==> src/rtl/wave_switch_ctrl.sv <==
// ---------------------------------------------------------------------------
// wave_switch_ctrl
//
// Owns the wave_mux select and applies a gain ramp to the mux output so that
// waveform changes do not click. The gain fades out to silence, the select
// changes while the output is silent, and the gain fades back in. Requests
// use a valid/ready handshake. The ramp advances one step per sample tick.
//
// Optional build macro: WAVE_CTRL_AUTO_CYCLE_EN
//   When defined, adds i_auto_en and a dwell counter. While idle with
//   i_auto_en high, the controller steps to the next waveform after
//   DWELL_TICKS sample ticks.
//
// Ports:
//   i_clk          system clock
//   i_rst_n        asynchronous active-low reset
//   i_sample_tick  one-cycle strobe at the audio sample rate
//   i_req_valid    waveform change request
//   i_req_sel      requested waveform (0 sine, 1 saw, 2 square, 3 tri, 4 noise)
//   o_req_ready    request accepted when valid && ready (high only in IDLE)
//   o_sel          select driven to wave_mux
//   i_mux_data     wave_mux output sample, signed
//   o_data         gain-scaled sample, signed, updated one cycle after a tick
//   o_busy         high in every state except IDLE
//   o_err          one-cycle pulse when a request with sel > 4 is accepted
//   i_auto_en      auto-cycle enable (WAVE_CTRL_AUTO_CYCLE_EN builds only)
// ---------------------------------------------------------------------------
module wave_switch_ctrl #(
    parameter int GAIN_W      = 8,
    parameter int FADE_STEP   = 16,
    parameter int DWELL_TICKS = 48000
) (
    input  logic        i_clk,
    input  logic        i_rst_n,
    input  logic        i_sample_tick,
    input  logic        i_req_valid,
    input  logic [2:0]  i_req_sel,
    output logic        o_req_ready,
    output logic [2:0]  o_sel,
    input  logic [15:0] i_mux_data,
    output logic [15:0] o_data,
    output logic        o_busy,
    output logic        o_err
`ifdef WAVE_CTRL_AUTO_CYCLE_EN
    ,
    input  logic        i_auto_en
`endif
);

    localparam int FULL = 2 ** GAIN_W;
    localparam logic [GAIN_W:0] FULL_G = (GAIN_W + 1)'(FULL);
    localparam logic [GAIN_W:0] STEP_G = (GAIN_W + 1)'(FADE_STEP);
    localparam logic [2:0]      SEL_MAX = 3'd4;

    // Product width: 16-bit signed sample times a (GAIN_W+1)-bit unsigned
    // gain carried as a (GAIN_W+2)-bit signed operand.
    localparam int PW = 16 + GAIN_W + 2;

    typedef enum logic [1:0] {
        IDLE,
        FADE_OUT,
        SWITCH,
        FADE_IN
    } state_t;

    state_t            state_reg;
    logic [GAIN_W:0]   gain_reg;
    logic [2:0]        pending_sel_reg;

    // -----------------------------------------------------------------------
    // Gain scaling. Taking bits [GAIN_W +: 16] of the full product is the
    // arithmetic shift right by GAIN_W followed by truncation to 16 bits.
    // -----------------------------------------------------------------------
    logic signed [PW-1:0] data_ext;
    logic signed [PW-1:0] gain_ext;
    logic signed [PW-1:0] product;
    logic                 product_unused;

    assign data_ext       = PW'($signed(i_mux_data));
    assign gain_ext       = PW'({1'b0, gain_reg});
    assign product        = data_ext * gain_ext;
    assign product_unused = ^{product[PW-1:GAIN_W+16], product[GAIN_W-1:0]};

    // Saturating ramp steps, written to avoid wrapping the gain register.
    logic [GAIN_W:0] gain_down;
    logic [GAIN_W:0] gain_up;

    assign gain_down = (gain_reg > STEP_G) ? (gain_reg - STEP_G) : '0;
    assign gain_up   = (gain_reg >= (FULL_G - STEP_G)) ? FULL_G : (gain_reg + STEP_G);

    // -----------------------------------------------------------------------
    // Internal auto-cycle request
    // -----------------------------------------------------------------------
    logic       auto_req;
    logic [2:0] auto_sel;

`ifdef WAVE_CTRL_AUTO_CYCLE_EN
    localparam int CNT_W = $clog2(DWELL_TICKS + 1);
    localparam logic [CNT_W-1:0] DWELL_C = CNT_W'(DWELL_TICKS);

    logic [CNT_W-1:0] dwell_cnt_reg;

    // Counts idle ticks and saturates at DWELL_TICKS; leaving IDLE (which
    // the resulting request causes) or dropping the enable clears it.
    always_ff @(posedge i_clk or negedge i_rst_n) begin
        if (!i_rst_n) begin
            dwell_cnt_reg <= '0;
        end else if ((state_reg != IDLE) || !i_auto_en) begin
            dwell_cnt_reg <= '0;
        end else if (i_sample_tick && (dwell_cnt_reg != DWELL_C)) begin
            dwell_cnt_reg <= dwell_cnt_reg + 1'b1;
        end
    end

    assign auto_req = i_auto_en && (dwell_cnt_reg == DWELL_C);
    assign auto_sel = (o_sel == SEL_MAX) ? 3'd0 : (o_sel + 3'd1);
`else
    logic dwell_unused;

    assign auto_req     = 1'b0;
    assign auto_sel     = 3'd0;
    assign dwell_unused = (DWELL_TICKS != 0);
`endif

    // -----------------------------------------------------------------------
    // Control FSM with registered outputs
    // -----------------------------------------------------------------------
    always_ff @(posedge i_clk or negedge i_rst_n) begin
        if (!i_rst_n) begin
            // Power-up starts in FADE_IN at zero gain so the first output
            // samples ramp up instead of popping.
            state_reg       <= FADE_IN;
            gain_reg        <= '0;
            pending_sel_reg <= 3'd0;
            o_sel           <= 3'd0;
            o_data          <= 16'd0;
            o_err           <= 1'b0;
            o_req_ready     <= 1'b0;
            o_busy          <= 1'b1;
        end else begin
            o_err <= 1'b0;

            // Uses the gain before this tick's ramp update.
            if (i_sample_tick) begin
                o_data <= product[GAIN_W +: 16];
            end

            case (state_reg)
                IDLE: begin
                    if (i_req_valid && o_req_ready) begin
                        if (i_req_sel > SEL_MAX) begin
                            o_err <= 1'b1;
                        end else if (i_req_sel != o_sel) begin
                            pending_sel_reg <= i_req_sel;
                            state_reg       <= FADE_OUT;
                            o_req_ready     <= 1'b0;
                            o_busy          <= 1'b1;
                        end
                    end else if (auto_req) begin
                        pending_sel_reg <= auto_sel;
                        state_reg       <= FADE_OUT;
                        o_req_ready     <= 1'b0;
                        o_busy          <= 1'b1;
                    end
                end

                FADE_OUT: begin
                    if (gain_reg == '0) begin
                        state_reg <= SWITCH;
                    end else if (i_sample_tick) begin
                        gain_reg <= gain_down;
                    end
                end

                // Gain is zero here, so the select changes under silence.
                SWITCH: begin
                    o_sel     <= pending_sel_reg;
                    state_reg <= FADE_IN;
                end

                FADE_IN: begin
                    if (gain_reg == FULL_G) begin
                        state_reg   <= IDLE;
                        o_req_ready <= 1'b1;
                        o_busy      <= 1'b0;
                    end else if (i_sample_tick) begin
                        gain_reg <= gain_up;
                    end
                end

                default: begin
                    state_reg   <= FADE_IN;
                    gain_reg    <= '0;
                    o_req_ready <= 1'b0;
                    o_busy      <= 1'b1;
                end
            endcase
        end
    end

endmodule

==> config.mk <==
export PLATFORM = sky130hd
export DESIGN_NAME = wave_switch_ctrl
export DESIGN_NICKNAME = d
export VERILOG_FILES = /design/src/rtl/wave_switch_ctrl.sv
export SDC_FILE = /design/constraint.sdc
export NUM_CORES = 1
export LEC_CHECK = 0
export ABC_AREA = 1
export ABC_CLOCK_PERIOD_IN_PS = 4400
export BUFFER_PORTS_ARGS = -buffer_cell sky130_fd_sc_hd__buf_4
export CORE_ASPECT_RATIO = 1.1
export CORE_MARGIN = 4
export CORE_UTILIZATION = 45
export CTS_CLUSTER_DIAMETER = 30
export CTS_CLUSTER_SIZE = 16
export DETAILED_ROUTE_END_ITERATION = 7
export PLACE_DENSITY = 0.64
export SLEW_MARGIN = 5
export SYNTH_ARGS = -nofsm -noshare
export SYNTH_HDL_FRONTEND = slang
export SYNTH_SLANG_ARGS = --single-unit
export TNS_END_PERCENT = 50
==> constraint.sdc <==
create_clock -name i_clk -period 4.4 [get_ports i_clk]
set_input_delay 0.22 -clock i_clk [delete_from_list [all_inputs] [get_ports i_clk]]
set_output_delay 0.22 -clock i_clk [all_outputs]
set_load 0.005 [all_outputs]
==> impl_summary.log <==
INFO  metric rsz0062_at_grt = true
INFO  metric grt_max_degree = 33
INFO  metric period_share = 98.1%
INFO  metric grt_antenna_before_repair = 0
INFO  metric post_synth_edffs = 0
INFO  metric drtIter0Drc = 253
INFO  metric largest_reg_flops = 16
INFO  metric drtPass1Iterations = 4
INFO  metric cts_inserted_buffers = 5
INFO  metric p_sw = 2.96 mW
INFO  metric internal_power = 3.17 mW
INFO  metric cap_viol_max_count = 0
INFO  metric drt_drc_violations_left = 0
INFO  metric io_pins = 45
INFO  metric cts-htree-levels = 2
INFO  metric yosys.area_share.adder = 41.4%
INFO  metric rr_worst_depth = 17
INFO  metric placementRows = 43
INFO  metric most_common_flop_cell_mapped_by_yosys = sky130_fd_sc_hd__dfrtp_1
INFO  metric period_needed = 4320 ps
INFO  metric ant_nets = 0
INFO  metric synthDominantCellAreaShare = ~25%
INFO  metric total_leakage_power = ~4.3 nW
INFO  metric timing.critical_path.mode_cell = sky130_fd_sc_hd__fa_1
INFO  metric post_drt_via_cell_ratio = 4.72
INFO  metric synth_compound_gate_area_share = 4.23%
INFO  metric cts.path.max_buffers = 2
INFO  metric finalWirelength = 13.4 mm
INFO  metric overflow = 0
INFO  metric worst_setup_path_category = reg2reg
INFO  metric syn2layout_area_growth = 25.3%
INFO  metric ys_ff_latch = 32
INFO  metric reg2reg_setup_slack = 80 ps
INFO  metric final_weighted_congestion_of_routability_driven_global_placement = around 0.85
INFO  metric cp-end-kind = flop
INFO  metric synth_area = 0.00597 mm^2
INFO  metric critical_path.startpoint_type = flop
INFO  metric worst-path-buf-inv = 3
INFO  metric timing.critical_path.required = around 4600 ps
INFO  metric cellPowerDensity = 819 mW/mm^2
INFO  metric final_core_utilization = 58.5%
INFO  metric grt_pass1_vias = 5,320
INFO  metric synth_top_cell_by_area = sky130_fd_sc_hd__fa_1
INFO  metric clockRootBuffer = sky130_fd_sc_hd__clkbuf_16
INFO  metric cpMaxStageDelayCell = sky130_fd_sc_hd__fa_2
INFO  metric core_area = about 0.013 mm^2
INFO  metric synth_commonest_cells = sky130_fd_sc_hd__nand2_1 (265), sky130_fd_sc_hd__inv_1 (178), sky130_fd_sc_hd__ha_1 (79)
INFO  metric yosysWarningCount = 0
INFO  metric dominant_combinational_cell_family_by_area_after_synthesis = adder cells
INFO  metric switching_share = 48.3%
INFO  metric synth_cell_type_count = 36
INFO  metric critical-path-max-stage-delay = 590 ps
INFO  metric synth.yosys.seq_area_share = between 10 and 15%
INFO  metric synth-async-reset-ratio = 100%
INFO  metric synth_top_cells_by_area = sky130_fd_sc_hd__fa_1 (25%), sky130_fd_sc_hd__nand2_1 (17%), sky130_fd_sc_hd__ha_1 (17%)
INFO  metric final_net_count = 1,115
INFO  metric detailed_placer_s_ending_hpwl = between 10 and 15 mm
INFO  metric grtUsageMet3 = 2.59%
INFO  metric power.combinational.fraction = 85.9%
INFO  metric hold_path.class = in2reg
INFO  metric grt.met2_usage = 32.6%
INFO  metric setup-violations-final = 0
INFO  metric clkPwrFrac = 7.1%
INFO  metric floorplan.initialDensity = 46.6%
INFO  metric critPathLaunch = gain_reg[4]$_DFFE_PN0P_
INFO  metric clock_latency_on_the_worst_skew_pair = 280 ps
INFO  metric clk_pin_slew = roughly 60 ps
INFO  metric post_synth_and_or_nand_nor_area_fraction = 26.1%
INFO  metric synth_xor_area_share = 1.32%
INFO  metric grt_busiest_layer = met2
INFO  metric fin_total_pwr = 6.13 mW
INFO  metric detailroute.via_count = between 5,000 and 6,000
INFO  metric cts_sinks = 32
INFO  metric gr-usage-met1 = 25.7%
INFO  metric hold_violations = 0
INFO  metric avgSynthCellArea = 7.33 um^2
INFO  metric setup.worst_path.end = o_data[9]$_DFFE_PN0P_
INFO  metric status = complete, no violations
INFO  metric synth.mux.area_fraction = 0.377%
INFO  metric synth_most_common_cell = sky130_fd_sc_hd__nand2_1
INFO  metric die_y = 129 um
INFO  metric worstPathCellList = buf_6 -> nand2_4 -> fa_1 -> inv_1 -> fa_1 -> fa_1 -> fa_1 -> fa_2 -> ha_4 -> nand2_2 -> inv_1 -> a21oi_2 -> nor2_1 -> nor2_1 -> nand3b_1 -> nand3_1 -> nand2_1
INFO  metric fin_skew = 7.55 ps
INFO  metric timing.rr.end = o_data[9]$_DFFE_PN0P_
INFO  metric avgRoutedWirePerCell = 12.3 um
INFO  metric power.ir.vdd_worst = approximately 0.5 mV
INFO  metric fp.dieW = roughly 120 um
INFO  metric crit_path_arrival_time = 4500 ps
INFO  metric tritoncts_clock_tree = yes
INFO  metric insertedDiodeCount = 0
INFO  metric fp.dieArea = 0.0152 mm^2
INFO  metric sequentialPowerShare = approximately 7%
INFO  metric post_route_cells_drive_above_1_share = between 10% and 20%
INFO  metric grt_first_pass_wirelength = roughly 24 mm
INFO  metric cp_num_cells = 17
INFO  metric io_buffer_count = 44
INFO  metric clock.fmax = 0.232 GHz
INFO  metric timing.rr.start = gain_reg[4]$_DFFE_PN0P_
INFO  metric grt.total_usage = 18.9%
INFO  metric largest_fanout_on_the_critical_path = 5
INFO  metric cp_top_family = adder cells
INFO  metric postSynthCellCount = 815
INFO  metric slew_violations = 0
layout by cell type (no fill, tap or decap), drive strengths merged:
cell type    Yosys  final
a31oi            2      2
fa              74     74
nor3             2      2
bufinv           0      1
or2              4      4
xnor2            7      7
o2111ai          1      1
ha              79     79
o21bai           2      2
nand3b           3      3
xor2             2      2
o22ai            1      1
clkbuf           7      7
nand4            8      8
o21ai           20     20
dfstp            3      3
inv            185    185
nand3           46     46
conb             2     39
mux2             2      2
dlygate4sd3      0      1
buf              8     94
a21o             1      1
dfrtp           29     29
nor2            36     36
o211ai           2      2
a21oi           16     16
nand2          273    273
cells by family after synthesis:
group / Yosys count
compound gates: 45
other cells: 2
buf+inv: 200
xor+xnor: 9
mux: 2
simple gates: 372
fa+ha+maj: 153
flops: 32
through the flow:
step           area, um^2  cells  hold slack (ps)  setup slack [ps]  setup TNS [ps]
2_1_floorplan        6120    852            -75.6              20.9               0
3_3_place_gp         6880   1077              201             -95.8            -714
3_5_place_dp         6880   1077              197              -202           -1850
4_1_cts              7130   1088              221              3.23               0
5_1_grt              7480   1097              243              -136            -950
6_report             7480   1097              224              81.7               0
per-layer routing:
metal,part of all wire (%),vias to the layer above
met4,1.0,0
met1,46,2430
met2,49,80
li1,-,2655
met3,4.0,12
met5,0,-
worst min-delay path by stage:
stage,startpoint,endpoint,slack [ps],depth (start not counted)
final,i_req_valid,o_err$_DFF_PN0_,220,3
after global routing,i_req_valid,o_err$_DFF_PN0_,240,3
after CTS,i_req_valid,o_err$_DFF_PN0_,220,3
after detailed placement,i_rst_n,gain_reg[7]$_DFFE_PN0P_,200,1
after global placement,i_rst_n,gain_reg[7]$_DFFE_PN0P_,200,1
after floorplan,i_rst_n,gain_reg[4]$_DFFE_PN0P_,-80,0
power groups by stage:
| stage | sequential (mW) | clock, mW | combinational, mW |
|---|---|---|---|
| 2_1_floorplan | 0.432 | 0 | 2.87 |
| 3_3_place_gp | 0.434 | 0 | 4.31 |
| 3_5_place_dp | 0.433 | 0 | 4.35 |
| 4_1_cts | 0.431 | 0.440 | 4.49 |
| 5_1_grt | 0.442 | 0.452 | 5.98 |
| 6_report | 0.430 | 0.434 | 5.26 |
worst register-to-register path, delay by kind of cell (launching register included):
| family | cells | cell delay, ps |
|---|---|---|
| AOI/OAI and AO/OA | 1 | 170 |
| adders and majority gates | 6 | 2810 |
| buffers and inverters | 3 | 240 |
| and+or+nand+nor | 7 | 570 |
| DFF | 1 | 430 |
final cells by class:
cell class                 instances  area (um^2)
fill                            1165         5320
multi-input combinational        620         4840
sequential                        32          807
timing repair buffer              95          761
inverter                         185          694
tap                              157          196
clock buffer                       7          153
clock inverter                     1         30.0
what timing repair did:
item,4_1_cts,5_1_grt
endpoints found under the hold margin,29,0
hold buffers,1,0
pin swaps,0,25
setup buffers,2,9
setup endpoints to repair,12,11
resized for setup,7,54
Note: power is estimated with default switching activity, not from simulation.
